--- src/rtl/multicycle_controller.sv ---
// Multicycle controller for the 16-bit RISC datapath: fetch, decode, execute and
// data-memory write-back with wait states, timeout trap, conditional branch and HALT.
module multicycle_controller #(
  parameter int unsigned OPCODE_W    = 4,
  parameter int unsigned WE_PULSE    = 1,
  parameter int unsigned MEM_TIMEOUT = 15
) (
  input  logic                clk_i,
  input  logic                rst_i,
  input  logic                en_i,
  input  logic [OPCODE_W-1:0] opcode_i,
  input  logic                zero_i,
  input  logic                mem_ready_i,
  output logic                load_a_o,
  output logic                load_b_o,
  output logic                load_c_o,
  output logic                load_ir_o,
  output logic                load_pc_o,
  output logic                inc_pc_o,
  output logic                mode_o,
  output logic                we_dm_o,
  output logic                sel_a_o,
  output logic                sel_b_o,
  output logic [2:0]          state_o,
  output logic                busy_o,
  output logic                halted_o,
  output logic                illegal_o
);

  localparam int unsigned PulseW   = $clog2(WE_PULSE + 1);
  localparam int unsigned TimeoutW = $clog2(MEM_TIMEOUT + 1);

  typedef enum logic [2:0] {
    StReset   = 3'd0,
    StFetch   = 3'd1,
    StDecode  = 3'd2,
    StExec    = 3'd3,
    StMemWait = 3'd4,
    StHalt    = 3'd5,
    StTrap    = 3'd6,
    StBad     = 3'd7
  } state_e;

  typedef enum logic [2:0] {
    OpAlu, OpLoadA, OpLoadB, OpLoadC, OpJmp, OpJz, OpHalt, OpIllegal
  } op_e;

  state_e              state_q, state_d;
  logic [PulseW-1:0]   pulse_q, pulse_d;
  logic [TimeoutW-1:0] tmo_q, tmo_d;
  logic                mode_q, mode_d;
  logic [31:0]         op_ext;
  op_e                 op_class;

  always_comb begin
    op_ext   = 32'(opcode_i);
    op_class = OpIllegal;
    if (op_ext < 32'd4 || (op_ext >= 32'd8 && op_ext < 32'd16)) begin
      op_class = OpAlu;
    end else if (op_ext == 32'd4) begin
      op_class = OpLoadA;
    end else if (op_ext == 32'd5) begin
      op_class = OpLoadB;
    end else if (op_ext == 32'd6) begin
      op_class = OpLoadC;
    end else if (op_ext == 32'd7) begin
      op_class = OpJmp;
    end else if (OPCODE_W >= 5 && op_ext == 32'd16) begin
      op_class = OpJz;
    end else if (OPCODE_W >= 5 && op_ext == 32'd17) begin
      op_class = OpHalt;
    end
  end

  always_comb begin
    state_d   = state_q;
    pulse_d   = pulse_q;
    tmo_d     = tmo_q;
    mode_d    = mode_q;
    load_a_o  = 1'b0;
    load_b_o  = 1'b0;
    load_c_o  = 1'b0;
    load_ir_o = 1'b0;
    load_pc_o = 1'b0;
    inc_pc_o  = 1'b0;
    mode_o    = 1'b0;
    we_dm_o   = 1'b0;
    sel_a_o   = 1'b0;
    sel_b_o   = 1'b0;
    // en low is a stall: nothing advances and every strobe stays low
    if (en_i) begin
      unique case (state_q)
        StReset: state_d = StFetch;
        StFetch: begin
          load_ir_o = 1'b1;
          state_d   = StDecode;
        end
        StDecode: begin
          pulse_d = '0;
          if (op_class == OpIllegal)   state_d = StTrap;
          else if (op_class == OpHalt) state_d = StHalt;
          else                         state_d = StExec;
        end
        StExec: begin
          state_d = StFetch;
          unique case (op_class)
            OpLoadA: begin load_a_o = 1'b1; inc_pc_o = 1'b1; end
            OpLoadB: begin load_b_o = 1'b1; inc_pc_o = 1'b1; end
            OpLoadC: begin load_c_o = 1'b1; inc_pc_o = 1'b1; end
            OpJmp: begin
              load_pc_o = 1'b1;
              sel_a_o   = 1'b1;
              sel_b_o   = 1'b1;
            end
            OpJz: begin
              if (zero_i) begin
                load_pc_o = 1'b1;
                sel_a_o   = 1'b1;
                sel_b_o   = 1'b1;
              end else begin
                inc_pc_o = 1'b1;
              end
            end
            OpAlu: begin
              mode_o  = opcode_i[3];
              mode_d  = opcode_i[3];
              we_dm_o = 1'b1;
              if (pulse_q == PulseW'(WE_PULSE - 1)) begin
                state_d = StMemWait;
                tmo_d   = '0;
              end else begin
                state_d = StExec;
                pulse_d = pulse_q + 1'b1;
              end
            end
            default: state_d = StTrap;
          endcase
        end
        StMemWait: begin
          mode_o = mode_q;
          if (mem_ready_i) begin
            inc_pc_o = 1'b1;
            state_d  = StFetch;
          end else if (tmo_q == TimeoutW'(MEM_TIMEOUT - 1)) begin
            state_d = StTrap;
          end else begin
            tmo_d = tmo_q + 1'b1;
          end
        end
        StHalt:  state_d = StHalt;
        StTrap:  state_d = StTrap;
        default: state_d = StReset;
      endcase
    end
  end

  always_ff @(posedge clk_i) begin
    if (rst_i) begin
      state_q <= StReset;
      pulse_q <= '0;
      tmo_q   <= '0;
      mode_q  <= 1'b0;
    end else begin
      state_q <= state_d;
      pulse_q <= pulse_d;
      tmo_q   <= tmo_d;
      mode_q  <= mode_d;
    end
  end

  assign state_o   = state_q;
  assign busy_o    = (state_q == StFetch) || (state_q == StDecode) ||
                     (state_q == StExec) || (state_q == StMemWait);
  assign halted_o  = (state_q == StHalt);
  assign illegal_o = (state_q == StTrap);

endmodule

--- config.mk ---
export PLATFORM = sky130hd
export DESIGN_NAME = multicycle_controller
export DESIGN_NICKNAME = d
export VERILOG_FILES = /design/src/rtl/multicycle_controller.sv
export SDC_FILE = /design/constraint.sdc
export NUM_CORES = 1
export LEC_CHECK = 0
export CORE_AREA = 5 5 42 44
export CTS_BUF_LIST = sky130_fd_sc_hd__clkbuf_8
export DETAILED_ROUTE_END_ITERATION = 16
export DIE_AREA = 0 0 47 49
export DONT_BUFFER_PORTS = 1
export PLACE_DENSITY = 0.59
export SLEW_MARGIN = 20
export SYNTH_ARGS = -nofsm -noshare
export SYNTH_HDL_FRONTEND = slang
export SYNTH_SLANG_ARGS = --single-unit
--- constraint.sdc ---
create_clock -name clk_i -period 3.2 [get_ports clk_i]
set_input_delay 0.32 -clock clk_i [delete_from_list [all_inputs] [get_ports clk_i]]
set_output_delay 0.32 -clock clk_i [all_outputs]
set_load 0.03 [all_outputs]
==> flow_summary.toml, run 1 <==
[clock_tree]
clk_latency_ps = 230
cts_tree = "built"
cts_buffers = 3
root_buffer = "clkbuf_8"
cts_max_level = 1
post_cts_buffers = 0
clk_pin_slew_ps = 40
cts_resized = 0
cts_sinks = 8
ctsLongestPathBuffers = 2
cts_hold_buffers = 0

[pwr]
worst_ir_drop_vdd_uv = 375
p_sw_mw = 0.0659
p_int_mw = 0.194
p_comb_frac = 0.106
swShare = 0.253
seq_power_share = 0.432
p_leak_nw = 0.255
power_density_mw_per_mm2 = 384
clock_power_share = 0.462

[critical_path]
startpoint_type = "register"
worstPathRequired_ps = 2880
arrival_ps = 2160
crit_type = "register to output pin"
cp_max_fo = 13
end_kind = "output pin"

[grt]
grt_busiest_layer = "met2"
grt_max_degree = 15
grtUsageMet3 = 0.0812
grt_pass1_wl_mm = 2.31
grt_usage = 0.146
use_met1 = 0.174
grt-ovfl-total = 0
met2_usage = 0.192
first_global_vias = 487
antenna_found_initial = 0

[floorplan]
core_area_mm2 = 0.00140
rows = 14
pin_count = 25
die_x_um = 47
start_util = 0.448
fp.dieH_um = 49
die-area_mm2 = 0.00230

[layout]
stdcell_area_um2 = 678
fin_util = 0.484
nets = 96
drive_gt1_frac = 0.133
areaGrowthSynthToFinish_pct = 7.97
num_antenna_cells = 0

[drt]
wl_per_cell_um = 14.9
drt-initial-drc-count = 10
wl_mm = 1.48
ant_nets = 0
drt_first_pass_iters = 4
drcViolationCount = 0
vias = 584
vias_per_cell = 5.90

[synthesis]
ys_warn_count = 0
ys_types = 33
yosys_register_bits = 8
ys_async_sr_fraction = 0
yosysTopAreaCell = "dfxtp_1"
ys_seq_area_frac = 0.255
syn_area_um2 = 628
synthCells = 83
synth_edf_count = 0
yosysTopAreaCellShare = 0.255
netlist_top_cells_area = "dfxtp_1 (25%), a21oi_1 (8.0%), nor2_1 (6.0%)"
avgSynthCellArea_um2 = 7.57
yosys_most_used_dff = "dfxtp_1"
synth_nets = 94

[timing]
hold_viol = 0
worst_slew_pin_slew_ps = 824
maxSlewViolCount = 0
hold_slack_ps = 156
skew_ps = 2.71
setup_viol = 0
rsz0062_at_grt = "false"
finalCritPeriodShare = 0.774
fmax_mhz = 404
final.setup.tns_ps = 0
slew-limit-headroom = 0.449
period_minus_slack_ps = 2480

[hold_path]
min_path_type = "primary input to register"

[flow_run]
maxCapViolCount = 0

[placed_design]
placed_area_um2 = 637
io_buffer_count = 0
dpl.hpwl_mm = 1.10
gp_congestion = 0.708

[outcome]
status = "completed"
stage by stage:
stage	cells	total power, mW	worst slack [ps]
floorplan	83	0.139	855
global placement	96	0.141	988
detailed placement	96	0.142	951
CTS	99	0.265	703
global route	99	0.276	534
finish	99	0.260	722
layer usage:
layer  up-vias  wire length, µm
met1       260              613
met3         4              137
met2        20              687
met4         0               39
met5         -                0
li1        300                -
power by group through the flow:
stage / combinational, mW / clock [mW] / sequential [mW]
2_1_floorplan: 0.0291 / 0 / 0.109
3_3_place_gp: 0.0271 / 0 / 0.114
3_5_place_dp: 0.0274 / 0 / 0.114
4_1_cts: 0.0276 / 0.125 / 0.113
5_1_grt: 0.0305 / 0.132 / 0.113
6_report: 0.0276 / 0.120 / 0.113
critical path: stages (launching register included):
cell and delay [ps]:
dfxtp_1 730, nand4b_1 330, nor2_1 200, and3_1 380, buf_4 290
registers in the layout (all words and copies together) (netlist names):
register and flops:
mode_q 1, state_o 3, tmo_q 4
path summary, 6_finish.rpt:
| check | start | slack [ps] | endpoint | depth (start not counted) |
|---|---|---|---|---|
| worst max-delay path | state_o[1] | 720 | sel_b_o | 4 |
| worst min-delay path | rst_i | 160 | mode_q | 1 |
| worst max register to register | state_o[1] | 1120 | tmo_q[3] | 4 |
| worst min register to register | mode_q | 480 | mode_q | 2 |
layout by cell type (no fill, tap or decap), types with 2 or more instances in the layout:
cell type / netlist / layout
nor3_1: 2 / 2
o21ai_0: 6 / 6
or3_1: 3 / 3
and2b_1: 2 / 2
a21oi_1: 10 / 10
nand3_1: 2 / 2
nand2_1: 5 / 5
and3_1: 2 / 2
clkbuf_8: 0 / 3
ha_1: 2 / 2
nor2_1: 10 / 10
buf_4: 2 / 3
nor2b_1: 3 / 3
dfxtp_1: 8 / 8
inv_1: 2 / 2
nand3b_1: 3 / 3
and2_1: 2 / 2
kinds of logic after synthesis:
kind of cell	share of synthesized area
buffers and inverters	0.0757
adders and majority gates	0.0398
and+or+nand+nor	0.402
AOI/OAI and AO/OA	0.213
DFF	0.255
xor gates and xnor gates	0.0139
layout make-up:
cell class / instances / area [µm²]
clock buffers: 3 / 41.3
multi-input cells: 67 / 427
well taps: 16 / 20.0
fillers: 151 / 723
inverters: 2 / 7.51
flip-flops and latches: 8 / 160
repair buffers: 3 / 22.5
cell usage after synthesis, types with 2 or more instances:
library cell	instances
a21oi_1	10
and2_1	2
and2b_1	2
and3_1	2
buf_2	2
buf_4	2
dfxtp_1	8
ha_1	2
inv_1	2
nand2_1	5
nand3_1	2
nand3b_1	3
nor2_1	10
nor2b_1	3
nor3_1	2
nor4b_1	2
o21ai_0	6
or3_1	3
Note: power is estimated with default switching activity, not from simulation.
==> inputs of run 2 (changes only) <==
--- a/config.mk
+++ b/config.mk
@@ -10,7 +10,7 @@
 export DETAILED_ROUTE_END_ITERATION = 16
 export DIE_AREA = 0 0 47 49
 export DONT_BUFFER_PORTS = 1
-export PLACE_DENSITY = 0.59
+export PLACE_DENSITY = 0.61
 export SLEW_MARGIN = 20
 export SYNTH_ARGS = -nofsm -noshare
 export SYNTH_HDL_FRONTEND = slang
==> constraint.sdc (replaced) <==
create_clock -name clk_i -period 2.2 [get_ports clk_i]
set_input_delay 0.22 -clock clk_i [delete_from_list [all_inputs] [get_ports clk_i]]
set_output_delay 0.22 -clock clk_i [all_outputs]
set_load 0.03 [all_outputs]
==> run 2 against run 1 <==
Compared with the run above: count of clock-buffer cells in the layout did not move; worst setup slack got worse by 460 ps; flip-flop and latch count did not move; die area did not move; core utilization rose by 5.6 points; sequential share of layout area fell by 2.5 points; clock skew rose by 2.6 ps; register-to-register slack got worse by 620 ps; critical endpoint is now load_pc_o.
==> flow_summary.toml, run 2 (synthesis results as in run 1) <==
[clock_tree]
cts_tree = "built"
clk_latency_ps = 230
root_buffer = "clkbuf_8"
ctsLongestPathBuffers = 2
cts_resized = 0
cts_hold_buffers = 0
post_cts_buffers = 0
cts_buffers = 3
cts_max_level = 1
cts_sinks = 8
clk_pin_slew_ps = 50

[placed_design]
io_buffer_count = 0
dp_slack_ps = 512
placed_area_um2 = 716
gp_congestion = 0.793
place_inst = 104
dpl.hpwl_mm = 1.13

[layout]
drive_gt1_frac = 0.220
areaGrowthSynthToFinish_pct = 20.5
largest_reg_flops = 4
nets = 104
instances_no_fill = 107
regMostFlops = "tmo_q"
mostFrequentLayoutCells = "nor2_1 (10), a21oi_1 (10), buf_4 (10)"
num_antenna_cells = 0
stdcell_area_um2 = 757

[timing]
worst_slew_pin_slew_ps = 600
hold_viol = 0
skew_ps = 5.30
fmax_mhz = 516
maxSlewViolCount = 0
slew-limit-headroom = 0.600
finalCritPeriodShare = 0.880
setup_slack_ps = 263
period_minus_slack_ps = 1940
setup_viol = 0
rsz0062_at_grt = "false"
final.setup.tns_ps = 0

[pwr]
power_density_mw_per_mm2 = 521
worst_ir_drop_vdd_uv = 421
design_power_total_mw = 0.395
p_leak_nw = 0.301

[hold_path]
hold_end = "state_o[2]"
whs_path_depth = 1
min_path_type = "primary input to register"
hp-start = "rst_i"

[critical_path]
cp_max_fo = 11
r2r_setup_slack_ps = 500
end_kind = "output pin"
startpoint_type = "register"
arrival_ps = 1720
crit_type = "register to output pin"
r2r-start = "state_o[2]"
r2r-end = "tmo_q[3]"
r2r_cells = 4
worstPathRequired_ps = 1980

[drt]
drcViolationCount = 0
drt-initial-drc-count = 6
drt_first_pass_iters = 4
ant_nets = 0
vias = 602
vias_per_cell = 5.63
wl_per_cell_um = 13.9
wl_mm = 1.49

[floorplan]
die_x_um = 47
start_util = 0.448
core_area_mm2 = 0.00140
pin_count = 25
rows = 14
die-area_mm2 = 0.00230
fp.dieH_um = 49

[grt]
grt_pass1_wl_mm = 2.35
grt_max_degree = 12
first_global_vias = 529
antenna_found_initial = 0
grt_usage = 0.140
grt-ovfl-total = 0

[outcome]
status = "completed"

[flow_run]
maxCapViolCount = 0
## run 2: changes by cell type in the layout (fill, tap and decap cells not counted), sizes merged
| cell | before | now |
|---|---|---|
| buf | 3 | 11 |
## run 2: how the worst max path moves through the flow
stage | end | start | slack, ps | cells past startpoint
final | load_pc_o | state_o[2] | 260 | 4
after global routing | sel_a_o | state_o[2] | 120 | 4
after CTS | sel_a_o | state_o[2] | 260 | 4
after detailed placement | tmo_q[3] | state_o[2] | 510 | 4
after global placement | sel_a_o | state_o[2] | 540 | 4
after floorplan | state_o[1] | state_o[0] | 30 | 4
## run 2: worst max-delay path, stage by stage, from the launching register on
cell	delay [ps]
dfxtp_1	500
nand4b_1	400
nor2_1	190
and3_1	220
buf_12	170
## run 2: area by class of cell
class	instances	area, µm²
timing repair buffer	11	95.1
multi-input combinational	67	433
fill	146	644
inverter	2	7.51
sequential	8	160
clock buffer	3	41.3
tap	16	20.0
## run 2: stage by stage
step | hold slack, ps | utilization
finish | 52.2 | 0.540
global route | 43.7 | 0.540
CTS | 48.3 | 0.540
detailed placement | 296 | 0.511
global placement | 292 | 0.511
floorplan | 289 | -
## run 2: power by group
part | internal [mW] | leakage, nW | switching (mW) | total, mW
Sequential | 0.149 | 0.0649 | 0.00516 | 0.154
Combinational | 0.0226 | 0.215 | 0.0355 | 0.0582
Clock | 0.119 | 0.0216 | 0.0635 | 0.183
Total | 0.291 | 0.301 | 0.104 | 0.395
## run 2: metal layers
layer	wire length [µm]	up-vias	track usage
met5	0	-	0
met4	40	0	0.0829
met3	145	5	0.0480
met2	660	23	0.188
met1	644	266	0.188
li1	-	308	-
